**src/rtl/fd_pipe_reg_if.sv**
```systemverilog
// F/D pipeline register bus.
// Carries the fetch-side payload and pipeline controls into the register,
// and the registered decode-side view back out.
//   master : drives en/Req/M_EXLClr/EPCOut/F_*/D_BranchJump, observes D_*
//   slave  : the pipeline register itself
interface fd_pipe_reg_if #(
  parameter int STALL_CNT_W = 4
);
  logic                   en;
  logic                   Req;
  logic                   M_EXLClr;
  logic [31:0]            EPCOut;
  logic [31:0]            F_Instr;
  logic [31:0]            F_PC;
  logic [4:0]             F_ExcCode;
  logic                   D_BranchJump;
  logic [31:0]            D_Instr;
  logic [31:0]            D_PC;
  logic [4:0]             D_ExcCode;
  logic                   D_BD;
  logic                   D_Valid;
  logic [STALL_CNT_W-1:0] D_StallCnt;

  modport master (
    output en, Req, M_EXLClr, EPCOut, F_Instr, F_PC, F_ExcCode, D_BranchJump,
    input  D_Instr, D_PC, D_ExcCode, D_BD, D_Valid, D_StallCnt
  );

  modport slave (
    input  en, Req, M_EXLClr, EPCOut, F_Instr, F_PC, F_ExcCode, D_BranchJump,
    output D_Instr, D_PC, D_ExcCode, D_BD, D_Valid, D_StallCnt
  );
endinterface

```
**src/rtl/fd_pipe_reg.sv**
```systemverilog
// F/D pipeline register of the 5-stage MIPS core.
// Latches the fetched instruction, PC, fetch exception code and delay-slot
// flag for the D stage. Supports stall (hold), flush to a bubble on
// exception entry (Req, bubble PC = HANDLER_PC) and on eret (M_EXLClr,
// bubble PC = EPCOut), and a saturating consecutive-stall counter.
// Ports:
//   clk   - clock, all state updates on posedge
//   reset - asynchronous, active-low reset
//   bus   - fd_pipe_reg_if slave: controls, F_* inputs, registered D_* outputs
// Every output comes straight from a flop: F->D latency is one cycle.
module fd_pipe_reg #(
  parameter logic [31:0] RESET_PC    = 32'h0000_3000,
  parameter logic [31:0] HANDLER_PC  = 32'h0000_4180,
  parameter int          STALL_CNT_W = 4
) (
  input  logic         clk,
  input  logic         reset,
  fd_pipe_reg_if.slave bus
);

  typedef enum logic [1:0] {RUN, HOLD, FLUSH} state_t;

  typedef struct packed {
    logic [31:0] instr;
    logic [31:0] pc;
    logic [4:0]  exc;
    logic        bd;
    logic        valid;
  } d_t;

  localparam logic [STALL_CNT_W-1:0] CNT_MAX = '1;

  state_t                 state_q, state_d;
  d_t                     d_q, d_d;
  logic [STALL_CNT_W-1:0] cnt_q, cnt_d;

  // Priority: Req > M_EXLClr > stall > load.
  always_comb begin
    state_d = state_q;
    d_d     = d_q;
    cnt_d   = cnt_q;
    if (bus.Req) begin
      d_d     = '{instr: 32'h0, pc: HANDLER_PC, exc: 5'd0, bd: 1'b0, valid: 1'b0};
      state_d = FLUSH;
      cnt_d   = '0;
    end else if (bus.M_EXLClr) begin
      d_d     = '{instr: 32'h0, pc: bus.EPCOut, exc: 5'd0, bd: 1'b0, valid: 1'b0};
      state_d = FLUSH;
      cnt_d   = '0;
    end else if (!bus.en) begin
      state_d = HOLD;
      if (cnt_q != CNT_MAX) cnt_d = cnt_q + 1'b1;
    end else begin
      // A faulting fetch is delivered as a NOP so the decoder never sees
      // whatever garbage came back from the bad address.
      d_d.instr = (bus.F_ExcCode != 5'd0) ? 32'h0 : bus.F_Instr;
      d_d.pc    = bus.F_PC;
      d_d.exc   = bus.F_ExcCode;
      d_d.bd    = bus.D_BranchJump;
      d_d.valid = 1'b1;
      state_d   = RUN;
      cnt_d     = '0;
    end
  end

  always_ff @(posedge clk or negedge reset) begin
    if (!reset) begin
      state_q <= RUN;
      d_q     <= '{instr: 32'h0, pc: RESET_PC, exc: 5'd0, bd: 1'b0, valid: 1'b0};
      cnt_q   <= '0;
    end else begin
      state_q <= state_d;
      d_q     <= d_d;
      cnt_q   <= cnt_d;
    end
  end

  assign bus.D_Instr    = d_q.instr;
  assign bus.D_PC       = d_q.pc;
  assign bus.D_ExcCode  = d_q.exc;
  assign bus.D_BD       = d_q.bd;
  assign bus.D_Valid    = d_q.valid;
  assign bus.D_StallCnt = cnt_q;

endmodule

```
**src/flat_wrapper.sv**
```systemverilog
// flat-port wrapper written by rule: the top's interface ports become plain ports
module fd_pipe_reg_flat 
#(
  parameter logic [31:0] RESET_PC    = 32'h0000_3000,
  parameter logic [31:0] HANDLER_PC  = 32'h0000_4180,
  parameter int          STALL_CNT_W = 4
)
  (clk, reset, bus_en, bus_Req, bus_M_EXLClr, bus_EPCOut, bus_F_Instr, bus_F_PC, bus_F_ExcCode, bus_D_BranchJump, bus_D_Instr, bus_D_PC, bus_D_ExcCode, bus_D_BD, bus_D_Valid, bus_D_StallCnt);
  fd_pipe_reg_if #(.STALL_CNT_W(STALL_CNT_W)) bus_i ();
  input  logic clk;
  input  logic reset;
  input wire logic [$bits(bus_i.en)-1:0] bus_en;
  input wire logic [$bits(bus_i.Req)-1:0] bus_Req;
  input wire logic [$bits(bus_i.M_EXLClr)-1:0] bus_M_EXLClr;
  input wire logic [$bits(bus_i.EPCOut)-1:0] bus_EPCOut;
  input wire logic [$bits(bus_i.F_Instr)-1:0] bus_F_Instr;
  input wire logic [$bits(bus_i.F_PC)-1:0] bus_F_PC;
  input wire logic [$bits(bus_i.F_ExcCode)-1:0] bus_F_ExcCode;
  input wire logic [$bits(bus_i.D_BranchJump)-1:0] bus_D_BranchJump;
  output wire logic [$bits(bus_i.D_Instr)-1:0] bus_D_Instr;
  output wire logic [$bits(bus_i.D_PC)-1:0] bus_D_PC;
  output wire logic [$bits(bus_i.D_ExcCode)-1:0] bus_D_ExcCode;
  output wire logic [$bits(bus_i.D_BD)-1:0] bus_D_BD;
  output wire logic [$bits(bus_i.D_Valid)-1:0] bus_D_Valid;
  output wire logic [$bits(bus_i.D_StallCnt)-1:0] bus_D_StallCnt;
  assign bus_i.en = bus_en;
  assign bus_i.Req = bus_Req;
  assign bus_i.M_EXLClr = bus_M_EXLClr;
  assign bus_i.EPCOut = bus_EPCOut;
  assign bus_i.F_Instr = bus_F_Instr;
  assign bus_i.F_PC = bus_F_PC;
  assign bus_i.F_ExcCode = bus_F_ExcCode;
  assign bus_i.D_BranchJump = bus_D_BranchJump;
  assign bus_D_Instr = bus_i.D_Instr;
  assign bus_D_PC = bus_i.D_PC;
  assign bus_D_ExcCode = bus_i.D_ExcCode;
  assign bus_D_BD = bus_i.D_BD;
  assign bus_D_Valid = bus_i.D_Valid;
  assign bus_D_StallCnt = bus_i.D_StallCnt;
  fd_pipe_reg #(.RESET_PC(RESET_PC), .HANDLER_PC(HANDLER_PC), .STALL_CNT_W(STALL_CNT_W)) u_core (.clk(clk), .reset(reset), .bus(bus_i));
endmodule
```
**config.mk**
```make
export PLATFORM = sky130hd
export DESIGN_NAME = fd_pipe_reg_flat
export DESIGN_NICKNAME = d
export VERILOG_FILES = /design/src/rtl/fd_pipe_reg_if.sv /design/src/rtl/fd_pipe_reg.sv /design/src/flat_wrapper.sv
export SDC_FILE = /design/constraint.sdc
export NUM_CORES = 1
export LEC_CHECK = 0
export CAP_MARGIN = 10
export CORE_AREA = 2 2 94 96
export CTS_BUF_LIST = sky130_fd_sc_hd__clkbuf_4 sky130_fd_sc_hd__clkbuf_8
export DETAILED_ROUTE_END_ITERATION = 8
export DIE_AREA = 0 0 96 98
export GPL_TIMING_DRIVEN = 1
export PLACE_DENSITY = 0.81
export SETUP_SLACK_MARGIN = 0.15
export SYNTH_ARGS = -nofsm -noshare
export SYNTH_HDL_FRONTEND = slang
export SYNTH_SLANG_ARGS = --single-unit
```
**constraint.sdc**
```tcl
create_clock -name clk -period 1.3 [get_ports clk]
set_input_delay 0.26 -clock clk [delete_from_list [all_inputs] [get_ports clk]]
set_output_delay 0.26 -clock clk [all_outputs]
set_load 0.01 [all_outputs]
```
# == After elaboration in Yosys (flattened, before gate mapping) ==
# Cells that the tools add are included.
# totals
regBits,75
word_cells,19
inputBits,107
output_inout_bits,75
# op_classes
add_sub_neg,1
reduce_logical,3
n_eq_ne,1
muxes,8
# op_table
cell,n
$mux W71,3
$mux W32,1
$mux W4,4
$reduce_bool A5 Y1,1
$add A4 B1 Y4 const B,1
$ne A4 B4 Y1 const B,1
$reduce_bool A4 Y1,1
$reduce_bool A3 Y1,1

# == Longest topological paths before layout ==
# depth
ltp_word,5
mapped_depth,6
mapped_depth_nobuf,4

# == Worst setup path before layout ==
# OpenSTA, ideal clock, no wires.
# synth_timing
path_kind,input-to-reg
start,input bus_Req
end,"register u_core.d_q, in the netlist u_core.bus.D_Instr[0]"
required_ns,1.235
path_stages,6
t_arrival_ns,1.210
slack_ns,0.024
setup_ns,0.065
path_cell_list,buf_2 > nor3b_4 > and3_1 > buf_4 > buf_6 > a22o_1
# synth_via
elab_chain_len,1
# synth_lines
element,line,text
"start, declared",flat_wrapper.sv:13,input wire logic [$bits(bus_i.Req)-1:0] bus_Req;
$reduce_bool A3 Y1 (no source line) or $mux W71 (tied branches),--,
"end signal, assigned",fd_pipe_reg.sv:69,"d_q <= '{instr: 32'h0, pc: RESET_PC, exc: 5'd0, bd: 1'b0, valid: 1'b0};"
"end, declared",fd_pipe_reg.sv:34,"d_t d_q, d_d;"
# Parallel ways exist; a longest one is shown, timed or not.
# A chain may end at the register's enable or synchronous reset.

# == Worst setup path after layout ==
# layout_timing
start,"register u_core.d_q, in the netlist u_core.bus.D_PC[12]"
end,output bus_D_PC[12]
# layout_rtl
element,line,text
"end, declared",flat_wrapper.sv:21,output wire logic [$bits(bus_i.D_PC)-1:0] bus_D_PC;
# No word-level cell between the ends.

==> results.md <==
- Min-Delay Path Depth: 2
- Pwr dens: 923 mW/mm2
- Clock Sinks: 75
- Effective utilization at floorplan: 0.388
- Hold/Removal Path Class: in2reg
- Top library cells by usage in the layout, fill and taps aside: 97 x clkdlybuf4s50_1, 73 x dfrtp_1, 57 x buf_2, 48 x buf_4, 38 x a22o_1
- Number of nets with antenna violations after routing: 0
- Placement Cell Area: 0.00529 mm2
- DRC: 0
- Worst setup path category: reg2out
- Switching power share of the total: 0.230
- TritonCTS clock tree: yes
- Average routed wire per standard cell: 16.8 um
- Combinational share of power: 0.177
- Final Instance Area: 0.00565 mm2
- Slew @ Worst Pin: 0.401 ns
- Antenna violations before repair: 0
- Maximum fanout count along the critical path: 2
- Num CTS Buffers: 9
- Required time of the critical path: 1.04 ns
- Register-to-register setup slack: 0.15 ns
- Cell at the root of the clock tree: clkbuf_8
- Synth warn: 0
- Number of top-level design ports: 182
- Synthesized area divided by synthesized cell count: 13.1 um2
- Worst flop-to-flop path endpoint: u_core.bus.D_StallCnt[1]$_DFFE_PN0P_
- Levels on crit path: 1
- Worst path cell trace: buf_6
- Critical register-to-register path startpoint: u_core.bus.D_StallCnt[1]$_DFFE_PN0P_
- Antenna diode count: 0
- Buffers from clock root to sink, at most: 2
- Number of max-slew violations in the final report: 0
- Critical path capture point type: output port
- Switching power: 1200 uW
- Area growth from synthesis to layout: 72.0%
- Global-route wire length before repair: 15400 um
- Detailed-route via count: 2934
- Highest clock frequency the design can meet: 800 MHz
- Worst path max stage delay: 0.55 ns
- Slew headroom: 0.733
- Amount of wire on met3 after detailed routing: 960 um
- Final clock skew: 0.00553 ns
- Placed Instances: 538
- Number of buffers inserted by port buffering: 181
- Hold Startpoint: bus_F_ExcCode[0]
- Result of the run: completed
- Iteration-0 DRC count of the detailed router: 31
- Final number of hold-violating endpoints: 0
- Setup violation total in the final timing report: 0
- Most common library cell in the layout ignoring fill and taps: clkdlybuf4s50_1
- Clock transition at the register clock pins on the worst setup and hold paths after CTS: 0.08 ns
- Max-Cap Viols: 0
- Height of the die: 98 um
- Horizontal extent of the die: 96 um
- Global placer's final weighted congestion: 0.787
- Detailed Place HPWL: 6880 um
- Part of the Yosys area used for sequential elements: 0.572
- Met1 wire length: 3870 um
- Total routing resource utilization after global routing: 0.211
- Relative contribution of sequential cells to total power: 0.472
- Via count of the first global-routing pass: 3067
- Initial DRT Pass Iterations: 4
- Period utilization: 0.962
- Cell family with most CP delay: flip-flops
- Final-layout fill cell count: 645
- Syn Nets: 359
- End of the worst hold path: u_core.bus.D_ExcCode[0]$_DFFE_PN0P_
- Total global routing overflow: 0
- CP Data Arrival Time: 0.99 ns
- Post-layout min period: 1.25 ns
- Number of flip-flops and latches in the synthesized netlist: 75
- Unrepaired setup endpoints after global routing: yes
- Max layer used: met4
- Clock Latency Late Sink: 0.33 ns
- Cell area after technology mapping: 0.00329 mm2
- Pin count of the biggest net entering global routing: 76
- Total number of H-tree levels: 3
- Detail Route met2 WL: 5010 um
- Worst VDD drop: 0.502 mV
- Detailed-route wire length: 9950 um
- Post-layout net count: 589
- Standard-cell rows: 34
- Distinct cells, synth: 23
- Floorplan die area: 0.00941 mm2
- Count of mapped cells out of synthesis: 251
- Number of cells on the worst reg-to-reg path: 5
- CP bufs+invs: 1
- Core ar.: 0.00847 mm2
- Static Leakage: 0.00285 uW
- Clock power frac: 0.350
- Fraction of layout cells with a size suffix above 1: 0.398
- Slowest stage cell, crit path: dfstp_2
- Type of element launching the critical path: flip-flop
- Count of placed standard cells in the final layout, fillers left out: 593
- Via count normalized by instance count: 4.95
- Pint: 4020 uW
==> metrics by stage <==
stage	total power, uW	setup WS [ns]	hold WS, ns	setup TNS [ns]	utilization
floorplan	2830	0.0500	-0.0356	0	-
global placement	3430	-0.282	0.310	-15.13	0.625
detailed placement	3450	-0.345	0.318	-16.48	0.625
CTS	5250	0.0233	0.301	0	0.645
global route	5450	0.00953	0.317	0	0.668
finish	5220	0.0499	0.319	0	0.668
==> state kept, by name (all words and copies together), names as in the netlist <==
| signal | flops |
|---|---|
| u_core.bus.D_BD | 1 |
| u_core.bus.D_ExcCode | 5 |
| u_core.bus.D_Instr | 32 |
| u_core.bus.D_PC | 32 |
| u_core.bus.D_StallCnt | 4 |
| u_core.bus.D_Valid | 1 |
==> layer usage <==
metal / up-vias / track usage
met3: 9 / 0.0795
met4: 0 / 0.0681
met5: - / 0
met1: 1434 / 0.237
li1: 1362 / -
met2: 129 / 0.365
==> power groups by stage <==
stage               combinational [uW]  clock, uW  sequential (uW)
floorplan                          294          0             2540
global placement                   923          0             2500
detailed placement                 941          0             2500
CTS                                906       1880             2460
global route                       999       1970             2470
finish                             926       1830             2460
==> synth_stat cells <==
library cell / instances / area share
ha_1: 1 / 0.0038
nor2_1: 35 / 0.040
nand2_1: 1 / 0.0011
or3_1: 1 / 0.0019
nor3_1: 3 / 0.0046
nand2b_1: 3 / 0.0057
o21ai_0: 1 / 0.0015
buf_2: 9 / 0.014
nor3b_4: 1 / 0.0057
mux2_2: 32 / 0.11
dfrtp_1: 73 / 0.56
mux2i_1: 33 / 0.10
dfstp_2: 2 / 0.016
a31oi_1: 1 / 0.0019
nor3_2: 1 / 0.0030
buf_6: 4 / 0.014
nand3_1: 2 / 0.0030
a22o_1: 38 / 0.10
xnor2_1: 1 / 0.0027
and3_1: 1 / 0.0019
buf_4: 2 / 0.0046
nor3b_1: 1 / 0.0023
clkbuf_1: 5 / 0.0057
==> cell families (layout without fill, tap and decap cells) <==
kind of cell,after synthesis,count (layout),share of synthesized area
compound gates,40,40,0.105
xor+xnor,1,1,0.00267
fa+ha+maj,1,1,0.00381
buf+inv,20,254,0.0377
flops,75,75,0.572
mux,65,65,0.210
simple gates,49,49,0.0693
==> how the worst max path moves through the flow <==
| stage | from | slack, ns | to |
|---|---|---|---|
| finish | u_core.bus.D_PC[12]$_DFFE_PN1P_ | 0.05 | bus_D_PC[12] |
| detailed placement | bus_Req | -0.35 | u_core.bus.D_Instr[31]$_DFFE_PN0P_ |
| floorplan | bus_Req | 0.05 | u_core.bus.D_Instr[0]$_DFFE_PN0P_ |
| global placement | bus_Req | -0.28 | u_core.bus.D_Instr[4]$_DFFE_PN0P_ |
| global route | u_core.bus.D_PC[12]$_DFFE_PN1P_ | 0.01 | bus_D_PC[12] |
| CTS | u_core.bus.D_PC[12]$_DFFE_PN1P_ | 0.02 | bus_D_PC[12] |
==> repair_timing <==
| action | in CTS | in global routing |
|---|---|---|
| hold buffers | 1 | 0 |
| hold endpoints to repair | 73 | 0 |
| buffers inserted | 26 | 11 |
| resized for setup | 318 | 25 |
| endpoints found under the setup margin | 116 | 74 |
| pin swaps | 5 | 6 |
| gates cloned | 2 | 0 |
==> layout make-up <==
type                    count  area (um2)  share of cell area
clock inverters             2        35.0             0.00620
flip-flops and latches     75        1880               0.332
clock buffers              13         166              0.0294
repair buffers            239        2100               0.371
well taps                 108         135              0.0239
multi-input cells         156        1340               0.237
No activity file was read; power rests on OpenSTA's default activity.
